## config.mk

```make
export PLATFORM = sky130hd
export DESIGN_NAME = if_fetch_unit
export DESIGN_NICKNAME = d
export VERILOG_FILES = /design/src/rtl/fetch_pkg.sv /design/src/rtl/fetch_out_buf.sv /design/src/rtl/if_fetch_unit.sv
export SDC_FILE = /design/constraint.sdc
export NUM_CORES = 1
export LEC_CHECK = 0
export BUFFER_PORTS_ARGS = -buffer_cell sky130_fd_sc_hd__buf_2
export CORE_UTILIZATION = 30
export CTS_CLUSTER_DIAMETER = 150
export CTS_CLUSTER_SIZE = 30
export DETAILED_ROUTE_END_ITERATION = 6
export HOLD_SLACK_MARGIN = 0.03
export PLACE_DENSITY = 0.61
export SLEW_MARGIN = 30
export SYNTH_ARGS = -nofsm -noshare
export SYNTH_HDL_FRONTEND = slang
export SYNTH_SLANG_ARGS = --single-unit
```

## constraint.sdc

```tcl
create_clock -name clk -period 3.1 [get_ports clk]
set_clock_uncertainty 0.15 [all_clocks]
set_input_delay 0.155 -clock clk [delete_from_list [all_inputs] [get_ports clk]]
set_output_delay 0.155 -clock clk [all_outputs]
set_load 0.02 [all_outputs]
```

## src/rtl/fetch_pkg.sv

```systemverilog
// Shared types and constants for the instruction-fetch stage.
package fetch_pkg;

    localparam int unsigned XLEN       = 32;
    localparam int unsigned INST_BYTES = 4;
    localparam logic [31:0] NOP_INST   = 32'h0000_0013;

    typedef enum logic [1:0] {
        BOOT  = 2'd0,
        RUN   = 2'd1,
        REDIR = 2'd2
    } fetch_state_t;

    // Force an address onto a word boundary.
    function automatic logic [XLEN-1:0] align_word(input logic [XLEN-1:0] addr);
        return {addr[XLEN-1:2], 2'b00};
    endfunction

endpackage

```

## src/rtl/fetch_out_buf.sv

```systemverilog
// One-entry registered output buffer presented to the IF/ID register.
module fetch_out_buf
    import fetch_pkg::*;
#(
    parameter logic [31:0] RESET_PC = 32'h0000_0000,
    parameter logic [31:0] NOP_WORD = NOP_INST
) (
    input  logic        clk,
    input  logic        rst,
    input  logic        flush,
    input  logic        load,
    input  logic        consume,
    input  logic [31:0] load_pc,
    input  logic [31:0] load_inst,
    output logic        valid,
    output logic [31:0] pc,
    output logic [31:0] inst
);

    logic        valid_q, valid_d;
    logic [31:0] pc_q, pc_d;
    logic [31:0] inst_q, inst_d;

    // Next buffer contents: flush beats load beats consume; otherwise hold.
    always_comb begin
        valid_d = valid_q;
        pc_d    = pc_q;
        inst_d  = inst_q;
        if (flush) begin
            valid_d = 1'b0;
            inst_d  = NOP_WORD;
        end else if (load) begin
            valid_d = 1'b1;
            pc_d    = load_pc;
            inst_d  = load_inst;
        end else if (consume) begin
            valid_d = 1'b0;
            inst_d  = NOP_WORD;
        end
    end

    // Buffer registers.
    always_ff @(posedge clk or posedge rst) begin
        if (rst) begin
            valid_q <= 1'b0;
            pc_q    <= RESET_PC;
            inst_q  <= NOP_WORD;
        end else begin
            valid_q <= valid_d;
            pc_q    <= pc_d;
            inst_q  <= inst_d;
        end
    end

    assign valid = valid_q;
    assign pc    = pc_q;
    assign inst  = inst_q;

endmodule

```

## src/rtl/if_fetch_unit.sv

```systemverilog
// Instruction-fetch stage: owns the PC, talks to instruction memory, feeds IF/ID.
module if_fetch_unit #(
    parameter logic [31:0] RESET_PC = 32'h0000_0000,
    parameter logic [31:0] NOP_INST = fetch_pkg::NOP_INST
) (
    input  logic        clk,
    input  logic        rst,
    input  logic        id_stall,
    input  logic        ex_redirect,
    input  logic [31:0] ex_target,
    output logic        im_req,
    output logic [31:0] im_addr,
    input  logic        im_ack,
    input  logic [31:0] im_rdata,
    output logic [31:0] if_pc,
    output logic [31:0] if_inst,
    output logic        if_valid,
    output logic        if_reg_clr
);

    import fetch_pkg::*;

    fetch_state_t state_q, state_d;
    logic [31:0]  pc_q, pc_d;

    logic free;
    logic redirect;
    logic fire;
    logic consume;
    logic unused_target_lsbs;

    // Low target bits are dropped by word alignment.
    assign unused_target_lsbs = ^ex_target[1:0];

    // Handshake and buffer control; a redirect in BOOT is ignored.
    always_comb begin
        free     = ~if_valid | ~id_stall;
        redirect = ex_redirect & (state_q != BOOT);
        im_req   = (state_q == RUN) & free & ~ex_redirect;
        im_addr  = pc_q;
        fire     = im_req & im_ack;
        consume  = if_valid & ~id_stall & ~fire;
    end

    // Next state and next PC, redirect has highest priority.
    always_comb begin
        state_d = state_q;
        pc_d    = pc_q;
        unique case (state_q)
            BOOT:    state_d = RUN;
            RUN:     state_d = RUN;
            REDIR:   state_d = RUN;
            default: state_d = BOOT;
        endcase
        if (redirect) begin
            state_d = REDIR;
            pc_d    = align_word(ex_target);
        end else if (fire) begin
            pc_d = pc_q + 32'(INST_BYTES);
        end
    end

    // State and PC registers.
    always_ff @(posedge clk or posedge rst) begin
        if (rst) begin
            state_q <= BOOT;
            pc_q    <= RESET_PC;
        end else begin
            state_q <= state_d;
            pc_q    <= pc_d;
        end
    end

    fetch_out_buf #(
        .RESET_PC (RESET_PC),
        .NOP_WORD (NOP_INST)
    ) u_out_buf (
        .clk       (clk),
        .rst       (rst),
        .flush     (redirect),
        .load      (fire),
        .consume   (consume),
        .load_pc   (pc_q),
        .load_inst (im_rdata),
        .valid     (if_valid),
        .pc        (if_pc),
        .inst      (if_inst)
    );

    // IF/ID inserts a bubble whenever nothing real is buffered.
    assign if_reg_clr = ~if_valid;

endmodule

```

Word-level counts from Yosys, hierarchy flattened. Cells that the tools add are included.

Register bits: 99. Output and inout bits: 99.

Multiplexer cells: 10. Bitwise operators: 12. Reduce and logical (&&, ||, !) cells: 6. Equality and inequality tests: 2. $add $sub $neg: 1.

Operators by type and width (count): two-way mux 32 bit (5); adder 32 x 3 -> 32 bit (second input constant) (1); bitwise AND 1 bit (6); inverter 1 bit (5); two-way mux 1 bit (4); nonzero test 2 bit (2); nonzero test 3 bit (1); OR reduction 3 bit (1); == test 2 x 1 -> 1 bit (second input constant) (1); == test 2 bit (second input constant) (1); zero test 2 bit (1); two-way mux 2 bit (1); AND reduction 2 bit (1); bitwise OR 1 bit (1).

Logic depth before layout (Yosys ltp).
Word-level depth: 10. Gate-level depth with buffers: 8.

By module. Synthesis repeated with hierarchy kept, for this count alone.

Cell total of the unflattened synthesis: 442. Area total of the unflattened synthesis: 4712.0 um^2.

Modules (own cells, without submodules): fetch_out_buf (sequential area each 1630.3 um^2, cells an instance 209, instances 1, area each 2737.6 um^2); if_fetch_unit (sequential area each 800.8 um^2, cells an instance 233, instances 1, area each 1974.4 um^2).

Worst setup path after synthesis. No wires, ideal clock.

Kind: register to register. From: reg pc_q[2], in the netlist im_addr[2]. To: reg pc_q[26], in the netlist im_addr[26]. Setup time: 0.069 ns. Setup slack: 0.773 ns. Data required time: 2.881 ns. Arrival: 2.108 ns. Cell stages (with the launch flop): 7. Clock period less this slack: 2.327 ns. Cells stage by stage: dfrtp_1 -> ha_1 -> nand3_1 -> or4_4 -> buf_6 -> or4_1 -> nand3_1.

Word-level cells in the longest chain between the ends: 3.

Ends and longest elaborated chain: start, declared (RTL line if_fetch_unit.sv:24) `logic [31:0] pc_q, pc_d;`; start signal, assigned (RTL line if_fetch_unit.sv:70) `pc_q <= pc_d;`; adder 32 x 3 -> 32 bit (RTL line if_fetch_unit.sv:59) `pc_d = pc_q + 32'(INST_BYTES);`; two-way mux 32 bit (RTL line if_fetch_unit.sv:58) `end else if (fire) begin`; two-way mux 32 bit (RTL line if_fetch_unit.sv:55) `if (redirect) begin`.

Every way passes these cells. The select of a mux whose other input is x is not followed. A chain may end at the register's enable or synchronous reset.

Worst setup path after layout. Same ends and word-level chain as after synthesis.

==> metrics.txt <==
outcome=complete, no violations; Initial Util=31.1%; Synth Flop Type=dfrtp_1; RSZ-0062 raised after global routing=no; # fillers=about 1400; sequential share of the synthesized area=a little over half; fin crit share=approximately three quarters; Max Slew Vio Count=0; Overflow after GRT=0; worst-skew pair later-pin latency=roughly 0.35 ns; Layout area overhead=46.0%; M3 GR Usage=approximately 6.5%; CTS tree=built; Fin Hold WS=0.118 ns; met2 Use GR=30.2%; CP endpoint kind=flop; commonest cells after routing, fill and taps aside=buf_2 (161), nand2_1 (118), dfrtp_1 (92), dlygate4sd3_1 (64), a22o_1 (29); Core Rows=43; xor/xnor cell area share of the yosys netlist=1.01%; DR vias=about 4300; clk sinks=95; Top Usage Layer GRT=met2; chip height=approximately 120 um; Hold Vio Cnt, Final=0; Yosys warnings=0; detailed placer's ending HPWL=~9.6 mm; pre-CTS setup slack=0.759 ns; DRT iter0 DRCs=222; proportion of synthesized area in mux cells=0%; Routed WL per cell=between 15 and 20 um; width of the die=122 um; largest family of logic cells by synthesized area=simple AND/OR/NAND/NOR gates; post-route minimum period=about 2.4 ns; syn_area_per_cell=~9.8 sq um; final estimated routing congestion in global placement=around 0.84; Max Clk Rate=0.420 GHz; largest net degree at the start of global routing=a little over 60; Synth Area in Compound Gates=about 17%; Routed WL=~14 mm; layout cells sized above 1=30.6%; commonest non-fill, non-tap cell in the layout=buf_2; DRT antenna net count=0; slowest CP cell=or4_4; Seq cells post-synth=95; fin nets=735; measured slew at the worst slew-check pin=just under 0.8 ns; Pleak=roughly 3.1 nW; first-pass GRT wire length=about 22 mm; grt met1 use=approximately 25%; Clock H-tree levels=3; postcts setup bufs=0; ANT cells=0; GRT Total Usage=19.5%; antenna violations before repair=0; CTS Buf Count=9; number of max-cap violations=0; simple-gate share of the synthesized area=23.2%; Syn Std Cell Area=0.00435 sq mm; relative slew slack=48.1%; max incr delay on CP=between 0.6 and 0.7 ns; non-filler cells, final=850; Mapped Cells=around 440; CP Cell Sequence=ha_1, nand3_1, or4_4, or4_1, nand3_1; ys async rst share=100%; # DRC=0; Final WS setup=roughly 0.72 ns; CP Data Required Time=about 3.2 ns; I/O Pins=168; worst min path class=input pin to flop; Netlist cell types=52; Final Core Density=45.4%; critical path class=flop to flop; EDFF count, synth=0; adder-cell area share of the yosys netlist=less than 1%; # setup viols final=0; clock root buffer=clkbuf_16; core box area=roughly 0.014 sq mm; vias in the first global route=between 4000 and 5000; critical path launch point type=flop; Peak VDD IR=331 uV; CP Max Fanout=12; TritonRoute pass-1 iters=5; vias per cell=about 5.1; setup_tns=0 ns; PortBufs=approximately 160; Longest Clk Path Bufs=2; CP arrival=approximately 2.5 ns; die area=between 0.01 and 0.015 sq mm; pwr dens=720 mW/mm^2; CP most frequent cell=nand3_1; clk slew on worst S/H paths=around 0.07 ns; cell total after placement=770
## flip-flops by register name, indices dropped and copies added, names as in the netlist
signal,count
im_addr,30
state_q,2
u_out_buf.inst,32
u_out_buf.pc,30
u_out_buf.valid,1
## metrics by stage
stage          power (mW)  cell area [sq um]
2_1_floorplan        2.68               4360
3_3_place_gp         3.21               5360
3_5_place_dp         3.24               5360
4_1_cts              4.62               6350
5_1_grt              4.84               6350
6_report             4.57               6350
## cell families after synthesis
family                     Yosys count
AOI/OAI and AO/OA                   96
xor gates and xnor gates             5
adders and majority gates            1
buffers and inverters               38
DFF                                 95
other                                1
and+or+nand+nor                    208
## worst paths after layout
kind / startpoint / end / slack [ns] / depth (start not counted)
setup / recovery: im_addr[2]$_DFFE_PP0P_ / im_addr[26]$_DFFE_PP0P_ / 0.72 / 5
hold / removal: id_stall / u_out_buf.inst[4]$_DFFE_PP1P_ / 0.12 / 3
setup reg to reg: im_addr[2]$_DFFE_PP0P_ / im_addr[26]$_DFFE_PP0P_ / 0.72 / 5
hold reg to reg: u_out_buf.pc[29]$_DFFE_PP0P_ / u_out_buf.pc[29]$_DFFE_PP0P_ / 0.32 / 2
max in group asynchronous: rst / u_out_buf.pc[29]$_DFFE_PP0P_ / 1.64 / 4
min in group asynchronous: rst / u_out_buf.inst[23]$_DFFE_PP0P_ / 0.37 / 3
## cells in the mapped netlist (all sizes together), types with 3 or more instances
cell / number / area [sq um]
nand2: 119 / 447
dfrtp: 92 / 2300
a22o: 29 / 254
nand3: 25 / 125
clkbuf: 23 / 86.3
o21ai: 18 / 90.1
o211ai: 13 / 97.6
nand4: 12 / 90.1
buf: 9 / 60.1
or4: 9 / 71.3
nor2: 8 / 30.0
a22oi: 7 / 52.6
nor3: 6 / 30.0
and3: 5 / 31.3
inv: 5 / 18.8
nor4: 5 / 37.5
a21o: 4 / 30.0
o311ai: 4 / 35.0
or3: 4 / 25.0
a21oi: 3 / 18.8
a2bb2oi: 3 / 26.3
a31o: 3 / 26.3
a31oi: 3 / 18.8
and4: 3 / 26.3
dfstp: 3 / 78.8
o22a: 3 / 26.3
xnor2: 3 / 26.3
## area by class of cell
cell class / count / area, sq um / area share [%]
timing repair buffer: 239 / 1550 / 24.4
multi-input combinational: 314 / 1820 / 28.7
sequential: 95 / 2380 / 37.5
tap: 180 / 225 / 3.55
clock inverter: 5 / 104 / 1.64
clock buffer: 11 / 243 / 3.82
inverter: 6 / 25.0 / 0.394
## critical path, delay by kind of cell, from the launching register on
family,cells,cell delay [ns]
and+or+nand+nor,4,1.46
adders and majority gates,1,0.23
DFF,1,0.48
## layer usage
layer | wire length [um] | share of wire [%]
met5 | 0 | 0
met3 | 1100 | 7.8
met2 | 6500 | 46
met1 | 6080 | 43
met4 | 333 | 2.4
## power breakdown
group / internal, mW / total [mW] / switching [mW] / leakage [nW]
clock network: 0.813 / 1.30 / 0.485 / 0.170
logic: 0.525 / 1.42 / 0.891 / 1.76
registers: 1.55 / 1.86 / 0.307 / 1.21
total: 2.89 / 4.57 / 1.68 / 3.14
## timing repair
item / CTS / global route
hold buffers: 64 / 0
resized for setup: 0 / 0
hold endpoints to repair: 119 / 0
(Power assumes the default switching activity.)
